$ cat src/rtl/spider_pkg.sv
`default_nettype none
// ============================================================================
// Module      : spider_pkg
// Description : Shared constants and helpers for the spider sprite renderer.
//               Holds sprite geometry, colour width, the flat coordinate bus
//               packing helper and the sprite image definition.
// Revision    : 1.0 - initial release
// ============================================================================
package spider_pkg;

    localparam int NUM_SPIDERS = 4;
    localparam int SPR_W       = 32;
    localparam int SPR_H       = 32;
    localparam int COORD_W     = 10;
    localparam int RGB_W       = 12;
    localparam int ANIM_FRAMES = 2;

    localparam logic [RGB_W-1:0] TRANSPARENT_DEFAULT = 12'h000;

    // Derived widths: sprite offset, spider index, sprite ROM address.
    localparam int SPR_OFF_W = $clog2(SPR_W);
    localparam int ID_W      = $clog2(NUM_SPIDERS);
    localparam int ROM_AW    = $clog2(ANIM_FRAMES) + 2 * SPR_OFF_W;

    // Spider i occupies bits [COORD_W*i +: COORD_W] of the flat buses.
    function automatic logic [NUM_SPIDERS*COORD_W-1:0] pack_coords(
        input logic [COORD_W-1:0] c0,
        input logic [COORD_W-1:0] c1,
        input logic [COORD_W-1:0] c2,
        input logic [COORD_W-1:0] c3
    );
        return {c3, c2, c1, c0};
    endfunction

    // Sprite image, addressed as {anim_frame, oy, ox}. The main diagonal
    // (ox == oy) is see-through; every other texel has a non-zero red
    // nibble that identifies the animation frame, with green/blue carrying
    // the coarse row/column so each texel position is recognisable.
    function automatic logic [RGB_W-1:0] sprite_texel(input logic [ROM_AW-1:0] addr);
        logic [SPR_OFF_W-1:0] ox;
        logic [SPR_OFF_W-1:0] oy;
        logic                 frame;
        ox    = addr[SPR_OFF_W-1:0];
        oy    = addr[2*SPR_OFF_W-1:SPR_OFF_W];
        frame = addr[ROM_AW-1];
        if (ox == oy) begin
            return TRANSPARENT_DEFAULT;
        end
        return {(frame ? 4'hC : 4'h3), oy[4:1], ox[4:1]};
    endfunction

endpackage
`default_nettype wire

$ cat src/rtl/spider_sprite_rom.sv
`default_nettype none
// ============================================================================
// Module      : spider_sprite_rom
// Description : 2048 x 12 sprite image ROM, synchronous read, one cycle of
//               latency. Contents are the constant image from sprite_texel,
//               which synthesises to a ROM/LUT table.
// Ports       : clk  - pixel clock
//               addr - {anim_frame, oy[4:0], ox[4:0]}
//               data - texel colour {R4,G4,B4}, valid one cycle after addr
// Revision    : 1.0 - initial release
// ============================================================================
module spider_sprite_rom
    import spider_pkg::*;
(
    input  logic              clk,
    input  logic [ROM_AW-1:0] addr,
    output logic [RGB_W-1:0]  data
);

    always_ff @(posedge clk) begin
        data <= sprite_texel(addr);
    end

endmodule
`default_nettype wire

$ cat src/rtl/spider_sprite_renderer.sv
`default_nettype none
// ============================================================================
// Module      : spider_sprite_renderer
// Description : Per-pixel spider sprite renderer. Snapshots spider positions
//               once per frame, hit-tests the current pixel against all four
//               spiders (lowest index wins), looks up the sprite texel and
//               emits the colour two cycles after the pixel coordinate.
// Ports       : clk25, reset_n (sync, active-low)
//               frame_start        - one-cycle pulse, start of vblank
//               video_on, pixel_x, pixel_y - current pixel from timing gen
//               spider_x_flat / spider_y_flat / spider_alive - motion state
//               spider_pixel_valid, spider_rgb, spider_id - to pixel mixer
// Revision    : 1.0 - initial release
// ============================================================================
module spider_sprite_renderer
    import spider_pkg::*;
#(
    parameter int               ANIM_PERIOD = 8,
    parameter logic [RGB_W-1:0] TRANSPARENT = TRANSPARENT_DEFAULT
) (
    input  logic                           clk25,
    input  logic                           reset_n,
    input  logic                           frame_start,
    input  logic                           video_on,
    input  logic [COORD_W-1:0]             pixel_x,
    input  logic [COORD_W-1:0]             pixel_y,
    input  logic [NUM_SPIDERS*COORD_W-1:0] spider_x_flat,
    input  logic [NUM_SPIDERS*COORD_W-1:0] spider_y_flat,
    input  logic [NUM_SPIDERS-1:0]         spider_alive,
    output logic                           spider_pixel_valid,
    output logic [RGB_W-1:0]               spider_rgb,
    output logic [ID_W-1:0]                spider_id
);

    localparam int CNT_W = (ANIM_PERIOD > 1) ? $clog2(ANIM_PERIOD) : 1;

    // ------------------------------------------------------------------
    // Per-frame snapshot of the motion state (prevents tearing)
    // ------------------------------------------------------------------
    logic [NUM_SPIDERS*COORD_W-1:0] shadow_x;
    logic [NUM_SPIDERS*COORD_W-1:0] shadow_y;
    logic [NUM_SPIDERS-1:0]         shadow_alive;

    always_ff @(posedge clk25) begin
        if (!reset_n) begin
            shadow_x     <= '0;
            shadow_y     <= '0;
            shadow_alive <= '0;
        end else if (frame_start) begin
            shadow_x     <= spider_x_flat;
            shadow_y     <= spider_y_flat;
            shadow_alive <= spider_alive;
        end
    end

    // ------------------------------------------------------------------
    // Leg animation: toggle the image frame every ANIM_PERIOD frames
    // ------------------------------------------------------------------
    logic [CNT_W-1:0] frame_cnt;
    logic             anim_sel;

    always_ff @(posedge clk25) begin
        if (!reset_n) begin
            frame_cnt <= '0;
            anim_sel  <= 1'b0;
        end else if (frame_start) begin
            if (frame_cnt == CNT_W'(ANIM_PERIOD - 1)) begin
                frame_cnt <= '0;
                anim_sel  <= ~anim_sel;
            end else begin
                frame_cnt <= frame_cnt + 1'b1;
            end
        end
    end

    // ------------------------------------------------------------------
    // Stage 1: hit test. Comparisons are done one bit wider than the
    // coordinates so sx + SPR_W cannot wrap back into low columns.
    // ------------------------------------------------------------------
    logic [COORD_W:0]       px_ext;
    logic [COORD_W:0]       py_ext;
    logic [NUM_SPIDERS-1:0] hit;
    logic [SPR_OFF_W-1:0]   off_x [NUM_SPIDERS];
    logic [SPR_OFF_W-1:0]   off_y [NUM_SPIDERS];

    assign px_ext = {1'b0, pixel_x};
    assign py_ext = {1'b0, pixel_y};

    generate
        for (genvar i = 0; i < NUM_SPIDERS; i++) begin : g_hit
            logic [COORD_W:0] sx_ext;
            logic [COORD_W:0] sy_ext;

            assign sx_ext = {1'b0, shadow_x[i*COORD_W +: COORD_W]};
            assign sy_ext = {1'b0, shadow_y[i*COORD_W +: COORD_W]};

            assign hit[i] = shadow_alive[i] && video_on
                         && (px_ext >= sx_ext) && (px_ext < sx_ext + (COORD_W+1)'(SPR_W))
                         && (py_ext >= sy_ext) && (py_ext < sy_ext + (COORD_W+1)'(SPR_H));

            // Only the low bits matter; they are meaningful only when hit[i].
            assign off_x[i] = SPR_OFF_W'(pixel_x - shadow_x[i*COORD_W +: COORD_W]);
            assign off_y[i] = SPR_OFF_W'(pixel_y - shadow_y[i*COORD_W +: COORD_W]);
        end
    endgenerate

    logic                 win_hit;
    logic [ID_W-1:0]      win_id;
    logic [SPR_OFF_W-1:0] win_ox;
    logic [SPR_OFF_W-1:0] win_oy;

    // Scan from the highest index down so the lowest hitting index is the
    // last one written and therefore wins.
    always_comb begin
        win_hit = 1'b0;
        win_id  = '0;
        win_ox  = '0;
        win_oy  = '0;
        for (int i = NUM_SPIDERS - 1; i >= 0; i--) begin
            if (hit[i]) begin
                win_hit = 1'b1;
                win_id  = ID_W'(i);
                win_ox  = off_x[i];
                win_oy  = off_y[i];
            end
        end
    end

    logic                 s1_hit;
    logic [ID_W-1:0]      s1_id;
    logic [SPR_OFF_W-1:0] s1_ox;
    logic [SPR_OFF_W-1:0] s1_oy;

    always_ff @(posedge clk25) begin
        if (!reset_n) begin
            s1_hit <= 1'b0;
            s1_id  <= '0;
            s1_ox  <= '0;
            s1_oy  <= '0;
        end else begin
            s1_hit <= win_hit;
            s1_id  <= win_id;
            s1_ox  <= win_ox;
            s1_oy  <= win_oy;
        end
    end

    // ------------------------------------------------------------------
    // Stage 2: texel lookup. anim_sel is taken here, at address time.
    // The ROM data register and s2_* together form the output register;
    // the outputs below are pure gating of those flops.
    // ------------------------------------------------------------------
    logic [ROM_AW-1:0] rom_addr;
    logic [RGB_W-1:0]  rom_data;
    logic              s2_hit;
    logic [ID_W-1:0]   s2_id;

    assign rom_addr = {anim_sel, s1_oy, s1_ox};

    spider_sprite_rom u_rom (
        .clk  (clk25),
        .addr (rom_addr),
        .data (rom_data)
    );

    always_ff @(posedge clk25) begin
        if (!reset_n) begin
            s2_hit <= 1'b0;
            s2_id  <= '0;
        end else begin
            s2_hit <= s1_hit;
            s2_id  <= s1_id;
        end
    end

    // A transparent texel of the winning spider blanks the pixel outright;
    // lower-priority spiders underneath are deliberately not shown.
    assign spider_pixel_valid = s2_hit && (rom_data != TRANSPARENT);
    assign spider_rgb         = spider_pixel_valid ? rom_data : '0;
    assign spider_id          = spider_pixel_valid ? s2_id : '0;

endmodule
`default_nettype wire
$ cat config.mk
export PLATFORM = sky130hd
export DESIGN_NAME = spider_sprite_renderer
export DESIGN_NICKNAME = d
export VERILOG_FILES = /design/src/rtl/spider_pkg.sv /design/src/rtl/spider_sprite_rom.sv /design/src/rtl/spider_sprite_renderer.sv
export SDC_FILE = /design/constraint.sdc
export NUM_CORES = 1
export LEC_CHECK = 0
export BUFFER_PORTS_ARGS = -buffer_cell sky130_fd_sc_hd__buf_4
export CAP_MARGIN = 20
export CORE_MARGIN = 2
export CORE_UTILIZATION = 53
export DETAILED_ROUTE_END_ITERATION = 16
export HOLD_SLACK_MARGIN = 0.12
export PLACE_DENSITY = 0.8
export SLEW_MARGIN = 20
export SYNTH_ARGS = -nofsm -noshare
export SYNTH_HDL_FRONTEND = slang
export SYNTH_SLANG_ARGS = --single-unit
$ cat constraint.sdc
create_clock -name clk25 -period 3.06 [get_ports clk25]
set_clock_uncertainty 0.2 [all_clocks]
set_input_delay 0.459 -clock clk25 [delete_from_list [all_inputs] [get_ports clk25]]
set_output_delay 0.459 -clock clk25 [all_outputs]
set_load 0.01 [all_outputs]
After elaboration in Yosys (flattened, before gate mapping):

Cells that the tools add are included.

* register bits: 116
* input bits: 108

* muxes and demuxes: 22
* magnitude comparators: 16
* reduce and logical (&&, ||, !) cells: 25
* bitwise logic cells: 2
* eq/ne operators: 2
* add/subtract/negate cells: 17

Operators by type and width (number)
* $add A10 B6 Y11 const B: 8
* $lt A10 B11 Y1: 8
* $ge A10 B10 Y1: 8
* $mux W5: 8
* $sub A5 B5 Y5: 8
* $mux W12: 3
* $logic_and A1 B1 Y1: 21
* $reduce_bool A12 Y1: 1
* $mux W1: 6
* $mux W2: 3
* $eq A5 B5 Y1: 1
* $mux W4: 1
* $add A3 B1 Y3 const B: 1
* $eq A3 B3 Y1 const B: 1
* $mux W3: 1
* $reduce_or A3 Y1: 1
* $not A1 Y1: 2
* $reduce_and A2 Y1: 1
* $reduce_or A2 Y1: 1

Longest topological paths before layout:

* depth in word-level cells: 9
* mapped depth: 14

Hierarchy:

From an unflattened synthesis, not the netlist that was laid out.

* cell total of the unflattened synthesis: 960
* area, all modules: 8359.3 um^2

By module, submodules not included
* spider_sprite_renderer: cells each 932, instances 1, area an instance 8006.4 um^2
* spider_sprite_rom: cells each 28, instances 1, area an instance 352.8 um^2

Worst setup path before layout:

OpenSTA, ideal clock, no wires.

* path kind: flip-flop to flip-flop
* start: register shadow_y[25]
* end: register s1_ox[4]
* cell stages (with the launch flop): 13
* required time: 2738 ps
* arrival time: 2708 ps
* slack: 30 ps
* cells stage by stage: dfxtp_1 -> inv_1 -> nor3_1 -> xnor2_1 -> ha_1 -> or4_1 -> a21oi_1 -> a21oi_1 -> or3_1 -> clkbuf_1 -> and3_1 -> o21a_1 -> o311a_1

* longest elaborated chain between the ends: 6
* elaborated cells between the ends (all ways): 8
* classes of those cells: 1 x add/sub; 2 x order compare; 3 x mux; 2 x reduce/logical

RTL lines
* start, declared: line spider_sprite_renderer.sv:41 `logic [NUM_SPIDERS*COORD_W-1:0] shadow_y;`
* start signal, assigned: line spider_sprite_renderer.sv:51 `shadow_y <= spider_y_flat;`
* $add A10 B6 Y11 / $ge A10 B10 Y1 (equally long branches): line spider_sprite_renderer.sv:99 `&& (py_ext >= sy_ext) && (py_ext < sy_ext + (COORD_W+1)'(SPR_H));`
* $lt A10 B11 Y1 / $logic_and A1 B1 Y1 (equally long branches): line spider_sprite_renderer.sv:99
* $logic_and A1 B1 Y1 *: line spider_sprite_renderer.sv:99
* $mux W5 * (3 in a row): line spider_sprite_renderer.sv:120 `if (hit[i]) begin`
* end signal, assigned: line spider_sprite_renderer.sv:143 `s1_ox <= win_ox;`
* end, declared: line spider_sprite_renderer.sv:131 `logic [SPR_OFF_W-1:0] s1_ox;`

Mark *: on every way between the ends. The rest lies on a longest branch, timed or not.
A chain may end at the register's enable or synchronous reset.

Worst setup path after layout:

* start: register shadow_x[36]
* end: register s1_oy[4]

* longest elaborated chain between the ends: 9
* elaborated cells between the ends (all ways): 11
* classes of those cells: 1 x add/sub; 2 x order compare; 4 x mux; 4 x reduce/logical

RTL lines
* start, declared: line spider_sprite_renderer.sv:40 `logic [NUM_SPIDERS*COORD_W-1:0] shadow_x;`
* start signal, assigned: line spider_sprite_renderer.sv:50 `shadow_x <= spider_x_flat;`
* $add A10 B6 Y11 / $ge A10 B10 Y1 (equally long branches): line spider_sprite_renderer.sv:98 `&& (px_ext >= sx_ext) && (px_ext < sx_ext + (COORD_W+1)'(SPR_W))`
* $lt A10 B11 Y1 / $logic_and A1 B1 Y1 (equally long branches): line spider_sprite_renderer.sv:98
* $logic_and A1 B1 Y1 *: line spider_sprite_renderer.sv:98
* $logic_and A1 B1 Y1 * (2 in a row): line spider_sprite_renderer.sv:99
* $mux W5 * (4 in a row): line spider_sprite_renderer.sv:120
* end signal, assigned: line spider_sprite_renderer.sv:144 `s1_oy <= win_oy;`
* end, declared: line spider_sprite_renderer.sv:132 `logic [SPR_OFF_W-1:0] s1_oy;`

Marks and branches as above.

==> out/metrics.cfg <==
[layout]
layoutNonFillerInstCount=1444
fillers=995
final_util_pct=76.04
antenna_cells=0
drive_gt1_share_pct=22.22
fin_nets=1466
syn2layout_area_growth_pct=39.68
final_cell_area_mm2=0.01164
regArea_mm2=0.002311
multi_input_area_mm2=0.005776

[detailed_routing]
via_per_inst=5.600
dr.pass1.iters=5
wl_mm=25.01
ant_nets=0
drc=0
drt_iter0_drc=571
wire_per_inst_um=17.32
vias=8086

[timing]
finalCritPeriodShare_pct=101.1
hold-worst-slack_ns=0.1474
period_minus_slack_ns=3.093
drv_slew=0
finalHoldViolations=0
fmax_mhz=323.3
setup_slack_ns=-0.03291
worst_pin_slew_ns=0.7552
relSlewSlack_pct=49.58
setup_viol=1
rsz0062_at_grt=true

[flow_run]
drv_cap=0

[worst_setup_path]
crit_arrival_ns=3.26
worst-setup-path-type=flip-flop to flip-flop
worstSetupStartpointType=flip-flop
r2r_start=shadow_x[36]
rr_worst_depth=11
rr_endpoint=s1_oy[4]
cp-end-kind=flip-flop
r2r_slack_ns=-0.03
cp_data_required_time_ns=3.23
cp_max_fo=3

[die]
coreArea_mm2=0.01531
row_count=45
die_height_um=129.4
dieWidth_um=129.4
start_util_pct=54.44
io_pins=123
die_area_mm2=0.01675

[clock_tree]
cts_buffer_depth=2
clock_latency_ns=0.43
cts_made_buffers=17
ctsHtreeMaxLevel=4
cts_tree=built
clock_sinks=114
path_clk_slew_ns=0.06
root_buffer=clkbuf_16

[place]
dp_hpwl_mm=16.76
post-place-cells=1318
gp_congestion=0.9551
pre_cts_slack_ns=-0.1894
io_buffers=122
placed_cell_area_mm2=0.009812

[min_path]
hold_start=reset_n
hold_class=input pin to flip-flop
holdPathStages=2
hold_end=s2_id[1]

[logic_synthesis]
ys_async_sr_fraction_pct=0
synth-edff-count=0
syn-num-nets=1209
avgSynthCellArea_um2=8.657
ys.warnings.count=0
synthCells=963
synth_ff_type=dfxtp_1
ys_types=65
ys_seq_area_share_pct=27.38
yosys.cell_count.top_type=ha_1
ys_ff_latch=114
yosys.area.top_type=dfxtp_1
synth_area_mm2=0.008337
yosys.area.top_type_share_pct=27.38
ys_top_cells_by_count=ha_1 (130), nor2_1 (126), dfxtp_1 (114)
synth.area.top_cells=dfxtp_1 (27%), ha_1 (20%), mux2i_1 (10%), nor2_1 (5.7%), inv_1 (4.6%)

[global_route]
grt_max_degree=89
grt_pass1_wl_mm=39.07
antenna_found_initial=0
grt_pass1_vias=8006
gr-total-overflow=0
grtUsageTotal_pct=29.77

[status]
violations=setup timing
status=finished, violations left

[pwr]
vdd_drop_max_uv=417.6
p_per_area_mw_per_mm2=434.5
leakage_nw=5.343

## how the worst max path moves through the flow
stage                 start       end  slack [ns]  cells after the start
3_5_place_dp     pixel_y[0]  s1_ox[3]       -0.19                     13
2_1_floorplan  shadow_y[25]  s1_ox[4]        0.03                     12
3_3_place_gp     pixel_y[0]  s1_oy[3]       -0.15                     13
5_1_grt        shadow_x[36]  s1_oy[4]       -0.12                     11
4_1_cts         shadow_x[5]  s1_oy[3]     0.00008                     11
6_report       shadow_x[36]  s1_oy[4]       -0.03                     11
## critical path, cell delays in order (launching register included)
cell	delay, ns
dfxtp_4	0.36
buf_6	0.11
and3_4	0.16
xnor2_2	0.13
ha_1	0.32
nand3_2	0.09
a32o_2	0.15
o2111ai_2	0.10
or4b_4	0.56
or4b_1	0.52
a21boi_1	0.14
o311a_1	0.19
## layer usage
layer | wire length [µm] | track usage (%)
met2 | 11960 | 51.33
met3 | 1437 | 5.120
met5 | 0 | 0
met4 | 1015 | 11.70
met1 | 10600 | 37.13
## power breakdown
part	switching (mW)	total [mW]	internal, mW
clock	0.764	2.23	1.46
sequential	0.0741	1.63	1.56
combinational	0.602	1.20	0.599
## kinds of logic (layout without fill, tap and decap cells)
kind of cell / after synthesis / after routing / synth area share, %
multiplexers: 87 / 87 / 10.45
adder cells (fa/ha/maj): 138 / 138 / 21.43
buffers and inverters: 131 / 401 / 6.003
XOR/XNOR: 49 / 49 / 5.148
flip-flops: 114 / 114 / 27.38
AND/OR/NAND/NOR: 277 / 277 / 16.21
AO/OA/AOI/OAI: 167 / 167 / 13.39
## per-stage QoR
stage	power, mW	setup TNS [ns]
final	5.060	-0.03291
after global placement	2.646	-0.8741
after floorplan	2.287	0
after global routing	5.286	-0.3789
after detailed placement	2.672	-1.614
after CTS	4.987	0
## cells in the final DEF, fill, tap and decap left out, drive strengths merged, types with 13 or more instances in the layout
cell         synthesis  layout
nor3                13      13
inv                104     105
clkbuf              18      18
nand3               24      24
nor2               127     127
and2                24      24
nand2               32      32
a21oi               42      42
xnor2               36      36
mux2i               87      87
dfxtp              114     114
ha                 130     130
o21ai               34      34
buf                  9     181
xor2                13      13
dlygate4sd3          0      84
## final cells by class
class	count	share of cell area [%]
clock buffers	18	3.771
clock inverters	14	1.805
inverters	104	3.374
multi-input cells	718	49.60
flip-flops and latches	114	19.85
well taps	211	2.267
repair buffers	265	19.34
## state kept, by name (all words and copies together), names as in the netlist, 2 cells and up
signal,count
u_rom.data,10
s2_id,2
shadow_x,40
s1_id,2
s1_oy,5
s1_ox,5
frame_cnt,3
shadow_y,40
shadow_alive,4
## what timing repair did
action	in CTS	in global routing
setup endpoints to repair	12	13
gates resized for setup	13	57
hold buffers	84	0
pin swaps	10	30
endpoints found under the hold margin	84	0
setup buffers	0	10
(Power assumes the default switching activity.)
